File: config.mk
export PLATFORM = sky130hd
export DESIGN_NAME = mod_counter_flat
export DESIGN_NICKNAME = d
export VERILOG_FILES = /design/src/rtl/mod_counter_pkg.sv /design/src/rtl/mod_counter_if.sv /design/src/rtl/mod_counter_strobe_divider.sv /design/src/rtl/mod_counter.sv /design/src/flat_wrapper.sv
export SDC_FILE = /design/constraint.sdc
export NUM_CORES = 1
export LEC_CHECK = 0
export ABC_CLOCK_PERIOD_IN_PS = 2100
export CAP_MARGIN = 10
export CORE_ASPECT_RATIO = 0.75
export CORE_MARGIN = 5
export CORE_UTILIZATION = 35
export CTS_BUF_LIST = sky130_fd_sc_hd__clkbuf_16
export DETAILED_ROUTE_END_ITERATION = 8
export GPL_ROUTABILITY_DRIVEN = 0
export GPL_TIMING_DRIVEN = 0
export MAX_ROUTING_LAYER = met4
export PLACE_DENSITY = 0.69
export REMOVE_ABC_BUFFERS = 1
export SYNTH_ARGS = -nofsm -noshare
export SYNTH_HDL_FRONTEND = slang
export SYNTH_SLANG_ARGS = --single-unit
export TNS_END_PERCENT = 30
File: constraint.sdc
create_clock -name clock -period 2.1 [get_ports clock]
set_input_delay 0.42 -clock clock [delete_from_list [all_inputs] [get_ports clock]]
set_output_delay 0.42 -clock clock [all_outputs]
set_load 0.05 [all_outputs]
File: src/rtl/mod_counter_pkg.sv
// Shared definitions for the modulus counter family: direction/mode encodings
// and a constant-evaluable ceiling log2 for register sizing.
package counter_pkg;

    typedef enum logic {
        DIR_DOWN = 1'b0,
        DIR_UP   = 1'b1
    } dir_e;

    typedef enum logic {
        MODE_WRAP = 1'b0,
        MODE_SAT  = 1'b1
    } mode_e;

    // Never returns less than 1 so a register sized with it always has a bit.
    function automatic int unsigned clog2(input int unsigned n);
        int unsigned r;
        longint unsigned v;
        r = 0;
        v = 1;
        while (v < longint'(n)) begin
            v = v << 1;
            r++;
        end
        return (r == 0) ? 1 : r;
    endfunction

endpackage

File: src/rtl/mod_counter_if.sv
// Control and status bundle of mod_counter; the controller drives through
// master, the counter consumes through slave.
interface mod_counter_if #(
    parameter int unsigned WIDTH = 8
);
    logic             clear;
    logic             load;
    logic [WIDTH-1:0] load_value;
    logic             enable;
    logic             up;
    logic             sat_mode;
    logic             clr_ovf;
    logic [WIDTH-1:0] count;
    logic             tc;
    logic             overflow;

    modport master (
        output clear, load, load_value, enable, up, sat_mode, clr_ovf,
        input  count, tc, overflow
    );

    modport slave (
        input  clear, load, load_value, enable, up, sat_mode, clr_ovf,
        output count, tc, overflow
    );
endinterface

File: src/rtl/mod_counter_strobe_divider.sv
// Divides enabled clocks by PRESCALE into a one-cycle step strobe; shared with
// the debouncer.
module strobe_divider
    import counter_pkg::*;
#(
    parameter int unsigned PRESCALE = 1
) (
    input  logic clock,
    input  logic reset,
    input  logic clr,
    input  logic enable,
    output logic step
);

    generate
        if (PRESCALE == 1) begin : g_bypass
            logic unused_clk_rst;
            assign unused_clk_rst = clock ^ reset;
            assign step = enable & ~clr;
        end else begin : g_div
            localparam int unsigned PW = clog2(PRESCALE);
            localparam logic [PW-1:0] LAST = PW'(PRESCALE - 1);

            logic [PW-1:0] phase;
            logic          at_last;

            assign at_last = (phase == LAST);

            always_ff @(posedge clock or posedge reset) begin
                if (reset) begin
                    phase <= '0;
                end else if (clr) begin
                    phase <= '0;
                end else if (enable) begin
                    phase <= at_last ? '0 : phase + PW'(1);
                end
            end

            assign step = enable & ~clr & at_last;
        end
    endgenerate

endmodule

File: src/rtl/mod_counter.sv
// Parametrised modulus counter: up/down, wrap/saturate, clear/load, prescaled
// stepping, terminal-count pulse and sticky overflow.
module mod_counter
    import counter_pkg::*;
#(
    parameter int unsigned WIDTH    = 8,
    parameter int unsigned MODULUS  = 256,
    parameter int unsigned PRESCALE = 1
) (
    input logic         clock,
    input logic         reset,
    mod_counter_if.slave bus
);

    localparam logic [WIDTH-1:0] LAST = WIDTH'(MODULUS - 1);

    logic [WIDTH-1:0] count_q, count_n;
    logic             tc_q, tc_n;
    logic             ovf_q, ovf_n;
    logic             step;
    logic [WIDTH-1:0] limit;
    dir_e             dir;
    mode_e            mode;

    assign dir  = dir_e'(bus.up);
    assign mode = mode_e'(bus.sat_mode);

    strobe_divider #(
        .PRESCALE(PRESCALE)
    ) u_div (
        .clock (clock),
        .reset (reset),
        .clr   (bus.clear | bus.load),
        .enable(bus.enable),
        .step  (step)
    );

    always_comb begin
        count_n = count_q;
        tc_n    = 1'b0;
        limit   = (dir == DIR_UP) ? LAST : '0;
        if (bus.clear) begin
            count_n = '0;
        end else if (bus.load) begin
            count_n = (bus.load_value > LAST) ? LAST : bus.load_value;
        end else if (step) begin
            if (count_q == limit) begin
                tc_n = 1'b1;
                if (mode == MODE_WRAP) begin
                    count_n = (dir == DIR_UP) ? '0 : LAST;
                end
            end else begin
                count_n = (dir == DIR_UP) ? count_q + WIDTH'(1) : count_q - WIDTH'(1);
            end
        end
        // A terminal count on the same edge outranks clr_ovf.
        ovf_n = tc_n | (ovf_q & ~bus.clr_ovf);
    end

    always_ff @(posedge clock or posedge reset) begin
        if (reset) begin
            count_q <= '0;
            tc_q    <= 1'b0;
            ovf_q   <= 1'b0;
        end else begin
            count_q <= count_n;
            tc_q    <= tc_n;
            ovf_q   <= ovf_n;
        end
    end

    assign bus.count    = count_q;
    assign bus.tc       = tc_q;
    assign bus.overflow = ovf_q;

endmodule

File: src/flat_wrapper.sv
// flat-port wrapper written by rule: the top's interface ports become plain ports
module mod_counter_flat import counter_pkg::*;
#(
    parameter int unsigned WIDTH    = 8,
    parameter int unsigned MODULUS  = 256,
    parameter int unsigned PRESCALE = 1
)
  (clock, reset, bus_clear, bus_load, bus_load_value, bus_enable, bus_up, bus_sat_mode, bus_clr_ovf, bus_count, bus_tc, bus_overflow);
  mod_counter_if #(.WIDTH(WIDTH)) bus_i ();
  input logic clock;
  input logic reset;
  input wire logic [$bits(bus_i.clear)-1:0] bus_clear;
  input wire logic [$bits(bus_i.load)-1:0] bus_load;
  input wire logic [$bits(bus_i.load_value)-1:0] bus_load_value;
  input wire logic [$bits(bus_i.enable)-1:0] bus_enable;
  input wire logic [$bits(bus_i.up)-1:0] bus_up;
  input wire logic [$bits(bus_i.sat_mode)-1:0] bus_sat_mode;
  input wire logic [$bits(bus_i.clr_ovf)-1:0] bus_clr_ovf;
  output wire logic [$bits(bus_i.count)-1:0] bus_count;
  output wire logic [$bits(bus_i.tc)-1:0] bus_tc;
  output wire logic [$bits(bus_i.overflow)-1:0] bus_overflow;
  assign bus_i.clear = bus_clear;
  assign bus_i.load = bus_load;
  assign bus_i.load_value = bus_load_value;
  assign bus_i.enable = bus_enable;
  assign bus_i.up = bus_up;
  assign bus_i.sat_mode = bus_sat_mode;
  assign bus_i.clr_ovf = bus_clr_ovf;
  assign bus_count = bus_i.count;
  assign bus_tc = bus_i.tc;
  assign bus_overflow = bus_i.overflow;
  mod_counter #(.WIDTH(WIDTH), .MODULUS(MODULUS), .PRESCALE(PRESCALE)) u_core (.clock(clock), .reset(reset), .bus(bus_i));
endmodule
Word level (Yosys, flattened, before mapping)
Index checks and enable logic that the tools add are counted.
{"block": "classes", "addsub": 2, "n_lt_le_gt_ge": 1, "n_eq_ne": 2, "n_mux": 13, "bitwise_logic": 6, "n_reduce_logical": 2}
{"operator": "2-to-1 mux 8 bit", "n": 9}
{"operator": "adder 8 x 1 -> 8 bit (second input constant)", "n": 1}
{"operator": "equality test 8 bit", "n": 1}
{"operator": "greater-than comparator 8 bit (second input constant)", "n": 1}
{"operator": "subtractor 8 x 1 -> 8 bit (second input constant)", "n": 1}
{"operator": "2-to-1 mux 1 bit", "n": 4}
{"operator": "inequality test 4 bit (second input constant)", "n": 1}
{"operator": "nonzero test 3 bit", "n": 1}
{"operator": "AND 1 bit", "n": 2}
{"operator": "inverter 1 bit", "n": 2}
{"operator": "OR 1 bit", "n": 2}
{"operator": "AND reduction 2 bit", "n": 1}
{"block": "word_totals", "register_bits": 10, "input_bits": 16}

Longest topological paths before layout
Gate-level depths: netlist of run 1.
{"block": "depth", "depth_word": 7, "ltp_mapped": 8, "ltp_nobuf": 8}

Cells and area by module
Synthesis of run 1 repeated with hierarchy kept, for this count alone.
{"block": "unflattened", "hier_cells": 108, "hier_area_um2": 872.1}
{"mod": "mod_counter", "instances": 1, "cells_each": 107, "area_per_inst_um2": 858.3, "seq_area_each_um2": 250.2}
{"mod": "strobe_divider", "instances": 1, "cells_each": 1, "area_per_inst_um2": 13.8, "seq_area_each_um2": 0.0}

Worst setup path before layout of run 1
OpenSTA, ideal clock, no wires.
{"block": "synth_timing", "path_type": "reg2reg", "startpoint": "register u_core.count_q[4] (netlist: u_core.bus.count[4])", "endpoint": "register u_core.count_q[7] (netlist: u_core.bus.count[7])", "setup_time_ns": 0.087, "t_arrival_ns": 2.175, "slack_ns": -0.162, "stages_incl_launch_ff": 8, "n_path_buf": 0, "path_cell_list": "dfrtp_1 -> ha_1 -> a21o_1 -> a21o_1 -> a211oi_1 -> xor2_1 -> or4_1 -> o211ai_1"}
{"block": "synth_between", "elab_chain_cells": 6, "word_cells_on_any_way": 10}
{"item": "start: declaration", "line": "mod_counter.sv:17", "text": "logic [WIDTH-1:0] count_q, count_n;"}
{"item": "start signal: assignment", "line": "mod_counter.sv:66", "text": "count_q <= count_n;"}
{"item": "subtractor 8 x 1 -> 8 bit or adder 8 x 1 -> 8 bit (tied branches)", "line": "mod_counter.sv:53", "text": "count_n = (dir == DIR_UP) ? count_q + WIDTH'(1) : count_q - WIDTH'(1);"}
{"item": "2-to-1 mux 8 bit", "line": "mod_counter.sv:53"}
{"item": "2-to-1 mux 8 bit", "line": "mod_counter.sv:47", "text": "if (count_q == limit) begin"}
{"item": "2-to-1 mux 8 bit", "line": "mod_counter.sv:46", "text": "end else if (step) begin"}
{"item": "2-to-1 mux 8 bit", "line": "mod_counter.sv:44", "text": "end else if (bus.load) begin"}
{"item": "2-to-1 mux 8 bit", "line": "mod_counter.sv:42", "text": "if (bus.clear) begin"}
Several ways; a longest one is shown, not always the timed one. The select of a mux whose other input is x is not followed.
A chain may end at the register's enable or synchronous reset.

Worst setup path in the final report of run 1
{"block": "layout_timing", "startpoint": "register u_core.count_q[2] (netlist: u_core.bus.count[2])", "endpoint": "register u_core.count_q[6] (netlist: u_core.bus.count[6])"}
Same word-level chain as after synthesis.

==> results of run 1 <==
## report_power, final
group | internal, mW | leakage, nW | switching, mW
registers | 0.208 | 0.131 | 0.0206
logic | 0.147 | 0.378 | 0.172
clock network | 0.246 | 0.0370 | 0.0801
total | 0.601 | 0.546 | 0.272
## synth_stat cells (2+ instances only)
cell type / count
o22ai_1: 4
nor2b_1: 2
mux2i_1: 2
a211oi_1: 3
nor2_1: 10
xnor2_1: 2
nand3_1: 2
ha_1: 6
nor3_1: 2
a31oi_1: 2
and2_1: 3
a21oi_1: 7
nand2_1: 8
dfrtp_1: 10
a21o_1: 2
inv_1: 8
o21ai_0: 4
o21a_1: 2
## per-layer routing
layer | track usage | share of wire | wire length [um] | vias up
met2 | 0.223 | 0.46 | 1160 | 23
met3 | 0.0191 | 0.051 | 129 | 0
met5 | - | 0 | 0 | -
met4 | 0.0404 | 0 | 0 | 0
li1 | - | - | - | 439
met1 | 0.213 | 0.49 | 1230 | 431
## per-stage QoR
step	util	cells
after detailed placement	0.492	157
after global placement	0.492	157
after global routing	0.594	166
after CTS	0.570	163
after floorplan	-	98
final	0.594	166
## final timing paths
check / start / to / slack [ns] / depth (start not counted)
setup / recovery: u_core.bus.count[2] / u_core.bus.count[6] / 0.02 / 7
hold / removal: reset / u_core.bus.overflow / 0.47 / 2
hold reg to reg: u_core.bus.overflow / u_core.bus.overflow / 0.54 / 2
setup reg to reg: u_core.bus.count[2] / u_core.bus.count[6] / 0.02 / 7
min in group clock: u_core.bus.overflow / u_core.bus.overflow / 0.54 / 2
max in group asynchronous: reset / u_core.bus.count[4] / 1.32 / 2
## sequential cells by signal (all words and copies together), names as in the netlist
register / flops
u_core.bus.count: 8
u_core.bus.tc: 1
u_core.bus.overflow: 1
## worst max-delay path: stages (launching register included)
cell and delay, ns:
dfrtp_1 0.43, ha_4 0.28, nor2b_2 0.16, o31a_1 0.26, o21a_1 0.18, or3_1 0.32
a31oi_2 0.21, o31ai_2 0.09
## cell type report
class / count / area, sq um / share of cell area
Tap cell: 34 / 42.5 / 0.0305
Inverter: 8 / 35.0 / 0.0251
Sequential cell: 10 / 251 / 0.180
Clock buffer: 3 / 75.1 / 0.0539
Timing Repair Buffer: 31 / 300 / 0.215
Multi-Input combinational cell: 80 / 689 / 0.495
## timing repair
item,4_1_cts,5_1_grt
hold buffers,0,0
buffers inserted,3,3
resized for setup,18,10
pin swaps,4,5
setup endpoints to repair,10,8
hold endpoints to repair,0,0
## cells by family after synthesis
| family | synth area share |
|---|---|
| mux | 0.0230 |
| flops | 0.287 |
| compound gates | 0.302 |
| xor+xnor | 0.0302 |
| simple gates | 0.204 |
| fa+ha+maj | 0.109 |
| buf+inv | 0.0445 |
==> impl_metrics.json, run 1 <==
{
  "synth_top_area_share": 0.287,
  "max_freq_mhz": 481,
  "htree_num_levels": 1,
  "cts.sinks": 10,
  "synth-edff-count": 0,
  "maxCapViolations": 0,
  "peakVddDrop_mv": 0.402,
  "setup_viol": 0,
  "drtAntennaViolNets": 0,
  "required_ns": 2.20,
  "crit_arrival_ns": 2.18,
  "drive_gt1_frac": 0.258,
  "skew_ns": 0.00207,
  "ys_types": 39,
  "coreArea_sq_um": 2350,
  "synth_cells": 100,
  "ys_seq_elements": 10,
  "design_area_sq_um": 1390,
  "dp_hpwl_mm": 1.83,
  "drtIter0Drc": 97,
  "portBuffers": 25,
  "tightest_slew_ns": 0.578,
  "io_pins": 26,
  "area_growth_pct": 60.1,
  "path_max_fanout": 5,
  "die_area_sq_um": 3600,
  "grt_pass1_wl_mm": 3.92,
  "layout_common_cells": "24 x clkdlybuf4s50_1, 9 x dfrtp_1, 8 x nand2_1, 8 x nor2_1",
  "synth_area_sq_um": 871,
  "drv_slew": 0,
  "hold_violations": 0,
  "netlist_top_cells_area": "dfrtp_1 29%, ha_1 8.6%, nor2_1 4.3%",
  "dr.pass1.iters": 4,
  "chipHeight_um": 53.2,
  "final.period_utilization": 0.990,
  "hold_ws_ns": 0.473,
  "async_flop_share": 1.00,
  "grt_overflow": 0,
  "wire_per_inst_um": 15.2,
  "hold_class": "in2async",
  "via_per_inst": 5.38,
  "clock-root-buffer": "clkbuf_16",
  "clk_pin_slew_worst_paths_ns": 0.04,
  "num_vias": 893,
  "power_uw": 873,
  "syn_area_per_cell_sq_um": 8.71,
  "seq_area_frac_synth": 0.287,
  "ys.flop_type": "dfrtp_1",
  "yosysTopAreaCell": "dfrtp_1",
  "status": "finished, final reports clean",
  "antenna_found_initial": 0,
  "grt_pass1_vias": 869,
  "dp_slack_ns": -1.01,
  "drc": 0,
  "p_leak_nw": 0.546,
  "num-fill-cells": 209,
  "die_w_um": 67.6,
  "layout_commonest_cell": "clkdlybuf4s50_1",
  "p_per_area_nw_per_um2": 627,
  "nets": 157,
  "grt_max_degree": 16,
  "rsz0062_at_grt": "true",
  "numCtsBuffers": 3,
  "grt_util_all_layers": 0.150,
  "clk_latency_ns": 0.23,
  "crit_path_end_kind": "flop",
  "dpl_cell_area_sq_um": 1150,
  "yosys_warnings": 0,
  "clockBufferDepth": 2,
  "worst_slack_ns": 0.0207,
  "rows": 15,
  "cp-start-kind": "flop",
  "critical_path_class": "reg2reg",
  "start_util": 0.371,
  "cts_tree": "built",
  "totalNegativeSetupSlack_ns": 0,
  "routed_wl_mm": 2.52,
  "period_needed_ns": 2.08,
  "n_antenna_cell": 0,
  "max-slew-margin-rel": 0.613
}
Power figures use the tool's default switching activity.
==> inputs of run 2 (changes only) <==
--- a/config.mk
+++ b/config.mk
@@ -7,15 +7,14 @@
 export LEC_CHECK = 0
 export ABC_CLOCK_PERIOD_IN_PS = 2100
 export CAP_MARGIN = 10
-export CORE_ASPECT_RATIO = 0.75
 export CORE_MARGIN = 5
-export CORE_UTILIZATION = 35
+export CORE_UTILIZATION = 45
 export CTS_BUF_LIST = sky130_fd_sc_hd__clkbuf_16
 export DETAILED_ROUTE_END_ITERATION = 8
 export GPL_ROUTABILITY_DRIVEN = 0
 export GPL_TIMING_DRIVEN = 0
 export MAX_ROUTING_LAYER = met4
-export PLACE_DENSITY = 0.69
+export PLACE_DENSITY = 0.84
 export REMOVE_ABC_BUFFERS = 1
 export SYNTH_ARGS = -nofsm -noshare
 export SYNTH_HDL_FRONTEND = slang
==> run 2 against run 1 <==
  * Utilization rose by 12 points
  * Clock skew is 0.0013 ns lower
  * Critical path depth did not move
  * Die area shrank 19%
  * Non-clock buffer count is 2 lower
  * Sequential cell count unchanged
  * Critical path type unchanged
  * Critical endpoint is now u_core.bus.count[7]
  * Largest cell class unchanged
==> impl_metrics.json, run 2 (same netlist as run 1, synthesis figures left out) <==
{
  "status": "finished, final reports clean",
  "layout_common_cells": "24 x clkdlybuf4s50_1, 8 x nand2_1, 8 x nor2_1, 8 x dfrtp_1",
  "clk_latency_ns": 0.24,
  "clockBufferDepth": 2,
  "start_util": 0.458,
  "n_antenna_cell": 0,
  "setup_viol": 0,
  "switchingPower_uw": 286,
  "drtAntennaViolNets": 0,
  "grt_pass1_wl_mm": 4.39,
  "clock-root-buffer": "clkbuf_16",
  "clk_pin_slew_worst_paths_ns": 0.04,
  "skew_ns": 0.000806,
  "dp_hpwl_mm": 1.84,
  "period_needed_ns": 2.10,
  "via_per_inst": 6.06,
  "coreArea_sq_um": 1900,
  "io_pins": 26,
  "grt_util_all_layers": 0.223,
  "p_per_area_nw_per_um2": 655,
  "nets": 155,
  "drv_slew": 0,
  "wire_per_inst_um": 17.8,
  "antenna_found_initial": 0,
  "crit_path_end_kind": "flop",
  "die_area_sq_um": 2910,
  "drc": 0,
  "numCtsBuffers": 3,
  "hold_violations": 0,
  "max_freq_mhz": 477,
  "num_vias": 951,
  "dr.pass1.iters": 4,
  "drive_gt1_frac": 0.238,
  "p_seq_frac": 0.259,
  "portBuffers": 25,
  "p_leak_nw": 0.526,
  "swShare": 0.323,
  "clockPowerShare": 0.375,
  "required_ns": 2.24,
  "final_util": 0.711,
  "design_area_sq_um": 1350,
  "largest_reg_flops": 8,
  "die_w_um": 54.0,
  "crit_arrival_ns": 2.24,
  "p_int_uw": 599,
  "rsz0062_at_grt": "true",
  "hold_class": "in2async",
  "cts_tree": "built",
  "drtIter0Drc": 13,
  "grt_overflow": 0,
  "peakVddDrop_mv": 0.609,
  "cp-start-kind": "flop",
  "dpl_cell_area_sq_um": 1150,
  "grt_pass1_vias": 940,
  "rows": 16,
  "layout_commonest_cell": "clkdlybuf4s50_1",
  "hold_buffers": 0,
  "cts.sinks": 10,
  "grt_max_degree": 16,
  "max-slew-margin-rel": 0.626,
  "maxCapViolations": 0,
  "tightest_slew_ns": 0.559,
  "chipHeight_um": 54.0,
  "htree_num_levels": 1,
  "final.period_utilization": 0.999,
  "area_growth_pct": 55.2,
  "critical_path_class": "reg2reg",
  "power_frac_comb": 0.366,
  "path_max_fanout": 5,
  "routed_wl_mm": 2.79
}
-- run 2: per-stage QoR --
step                      setup TNS (ns)  setup slack, ns  total power, mW  hold slack (ns)  std cells
final                                  0          0.00178            0.885            0.472        157
after global routing              -0.203          -0.0609            0.929            0.548        157
after CTS                              0           0.0317            0.876            0.482        157
after detailed placement           -8.27           -0.995            0.501            0.530        150
after global placement             -7.82           -0.939            0.492            0.527        150
after floorplan                   -0.699           -0.162            0.403            0.260         98
-- run 2: what timing repair did --
action                     in CTS  in global routing
resized for setup              19                  6
pin swaps                       2                  7
setup endpoints to repair      10                  7
setup buffers                   4                  0
-- run 2: path summary, 6_finish.rpt --
path,start,endpoint,slack [ns],cells after the start
worst max-delay path,u_core.bus.count[4],u_core.bus.count[7],0.002,7
worst min-delay path,reset,u_core.bus.count[6],0.47,2
worst max register to register,u_core.bus.count[4],u_core.bus.count[7],0.002,7
worst min register to register,u_core.bus.overflow,u_core.bus.overflow,0.54,2
max in group asynchronous,reset,u_core.bus.count[0],1.32,2
min in group clock,u_core.bus.overflow,u_core.bus.overflow,0.54,2
-- run 2: cell type report --
cell class | instances | area [sq um]
clock buffers | 3 | 75.1
inverters | 8 | 37.5
well taps | 27 | 33.8
multi-input cells | 80 | 674
fillers | 139 | 551
flip-flops and latches | 10 | 253
repair buffers | 29 | 278
-- run 2: critical path, stage by stage (launching register included) --
cell,delay (ns)
dfrtp_2,0.43
ha_4,0.27
a21o_1,0.19
a21o_1,0.19
a211oi_2,0.26
xor2_1,0.14
or4_1,0.42
o211ai_1,0.10
-- run 2: per-layer routing --
layer | global-route usage | vias up | wire, um
li1 | - | 430 | -
met1 | 0.249 | 465 | 1120
met2 | 0.383 | 44 | 1430
met3 | 0.0277 | 12 | 124
met4 | 0.120 | 0 | 119
met5 | - | - | 0
-- run 2: power groups by stage --
stage	Sequential (mW)	Combinational [mW]	Clock, mW
after global placement	0.224	0.268	0
after floorplan	0.270	0.134	0
after CTS	0.227	0.310	0.339
after global routing	0.231	0.348	0.350
after detailed placement	0.225	0.276	0
final	0.229	0.324	0.331
==> inputs of run 3 (changes only) <==
--- a/config.mk
+++ b/config.mk
@@ -15,6 +15,7 @@
 export GPL_TIMING_DRIVEN = 0
 export MAX_ROUTING_LAYER = met4
 export PLACE_DENSITY = 0.84
+export RECOVER_POWER = 25
 export REMOVE_ABC_BUFFERS = 1
 export SYNTH_ARGS = -nofsm -noshare
 export SYNTH_HDL_FRONTEND = slang
==> run 3 against run 2 <==
  * Fmax stayed put
  * Count of clock-buffer cells in the layout did not move
  * Via count did not move
  * Utilization unchanged
  * Largest power group unchanged
==> impl_metrics.json, run 3 (same netlist as run 1, synthesis figures left out) <==
{
  "chipHeight_um": 54.0,
  "grt-busiest-layer": "met2",
  "hold_buffers": 0,
  "p_per_area_nw_per_um2": 654,
  "portBuffers": 25,
  "htree_num_levels": 1,
  "hold_violations": 0,
  "cp-start-kind": "flop",
  "area_growth_pct": 55.2,
  "crit_path_end_kind": "flop",
  "final.period_utilization": 0.999,
  "design_area_sq_um": 1350,
  "die_area_sq_um": 2910,
  "clk_pin_slew_worst_paths_ns": 0.04,
  "clk_latency_ns": 0.24,
  "rrSetupSlack_ns": 0.002,
  "endpoint": "u_core.bus.count[7]",
  "r2r-end": "u_core.bus.count[7]",
  "critical_path.most_common_cell": "a21o_1",
  "nets": 155,
  "grtUsageMet3": 0.0277,
  "clock-root-buffer": "clkbuf_16",
  "worst_path_largest_cell_delay_ns": 0.43,
  "layout_common_cells": "23 x clkdlybuf4s50_1, 8 x nand2_1, 8 x nor2_1, 8 x dfrtp_1",
  "path_max_fanout": 5,
  "dp_hpwl_mm": 1.84,
  "critPathLaunch": "u_core.bus.count[4]",
  "max-slew-margin-rel": 0.626,
  "seq_area_sq_um": 253,
  "start_util": 0.458,
  "num_vias": 951,
  "cts_tree": "built",
  "multi_input_area_sq_um": 674,
  "rsz0062_at_grt": "true",
  "required_ns": 2.24,
  "hold_ws_ns": 0.539,
  "wire_per_inst_um": 17.8,
  "tightest_slew_ns": 0.559,
  "cts.sinks": 10,
  "setup_viol": 0,
  "rows": 16,
  "cp_cell_sequence": "ha_4 -> a21o_1 -> a21o_1 -> a211oi_2 -> xor2_1 -> or4_1 -> o211ai_1",
  "rr_startpoint": "u_core.bus.count[4]",
  "die_w_um": 54.0,
  "routed_wl_mm": 2.79,
  "maxCapViolations": 0,
  "grt_max_degree": 16,
  "dpl_cell_area_sq_um": 1150,
  "largest_reg_flops": 8,
  "drtAntennaViolNets": 0,
  "num-fill-cells": 139,
  "coreArea_sq_um": 1900,
  "status": "finished, final reports clean",
  "p_leak_nw": 0.527,
  "grt_util_all_layers": 0.223,
  "grt_pass1_wl_mm": 4.39,
  "hold_class": "reg2reg",
  "antenna_found_initial": 0,
  "grtUsageMet2": 0.383,
  "rr_worst_depth": 7,
  "use_met1": 0.249,
  "peakVddDrop_mv": 0.609,
  "period_needed_ns": 2.10,
  "crit_path_top_delay_cell": "dfrtp_2",
  "io_pins": 26,
  "n_antenna_cell": 0,
  "dr.pass1.iters": 4,
  "via_per_inst": 6.06,
  "grt_overflow": 0,
  "critical_path_class": "reg2reg",
  "drv_slew": 0,
  "clockBufferDepth": 2,
  "drive_gt1_frac": 0.238,
  "max_freq_mhz": 477,
  "crit_arrival_ns": 2.24,
  "numCtsBuffers": 3,
  "layout_commonest_cell": "clkdlybuf4s50_1",
  "drc": 0,
  "grt_pass1_vias": 940,
  "skew_ns": 0.000806,
  "drtIter0Drc": 13
}
## run 3: cell types whose count changed in the layout (fill, tap and decap cells not counted), sizes merged
cell and change:
clkdlybuf4s50 -1, dlygate4sd3 +1
## run 3: metal layers
| layer | routed length, um | part of all wire | up-vias |
|---|---|---|---|
| met2 | 1420 | 0.51 | 44 |
| met3 | 124 | 0.044 | 12 |
| li1 | - | - | 430 |
| met5 | 0 | 0 | - |
| met1 | 1120 | 0.40 | 465 |
| met4 | 119 | 0.043 | 0 |
## run 3: timing repair
item                                    CTS  global route
cloned                                    0             0
gates resized for setup                  19             6
pin swaps                                 2             7
buffers inserted                          4             0
endpoints found under the setup margin   10             7
## run 3: area by class of cell
class | instances | area share
clock buffer | 3 | 0.0556
inverter | 8 | 0.0278
multi-input combinational | 80 | 0.499
sequential | 10 | 0.187
tap | 27 | 0.0250
timing repair buffer | 29 | 0.206
## run 3: worst min-delay path by stage
stage | cells past startpoint | endpoint | slack [ns] | start
after global routing | 2 | u_core.bus.overflow | 0.57 | u_core.bus.overflow
after detailed placement | 2 | u_core.bus.overflow | 0.53 | u_core.bus.overflow
after floorplan | 1 | u_core.bus.count[0] | 0.26 | reset
after global placement | 2 | u_core.bus.overflow | 0.53 | u_core.bus.overflow
after CTS | 2 | u_core.bus.tc | 0.48 | reset
final | 2 | u_core.bus.overflow | 0.54 | u_core.bus.overflow
## run 3: metrics by stage
stage,total power [mW],instances,TNS (ns),utilization,worst slack (ns)
finish,0.884,157,0,0.711,0.00178
global route,0.929,157,-0.203,0.711,-0.0609
CTS,0.876,157,0,0.703,0.0317
detailed placement,0.501,150,-8.27,0.603,-0.995
global placement,0.492,150,-7.82,0.603,-0.939
floorplan,0.403,98,-0.699,-,-0.162
## run 3: power breakdown
| group | total (mW) | leakage, nW | internal, mW | switching (mW) |
|---|---|---|---|---|
| sequential | 0.229 | 0.130 | 0.208 | 0.0215 |
| clock | 0.331 | 0.0370 | 0.247 | 0.0849 |
| combinational | 0.323 | 0.360 | 0.144 | 0.179 |
| total | 0.884 | 0.527 | 0.598 | 0.286 |
## run 3: critical path: cells and delay by family (launching register included)
kind	cells	cell delay, ns
xor+xnor	1	0.14
fa+ha+maj	1	0.27
simple gates	1	0.42
flops	1	0.43
compound gates	4	0.74
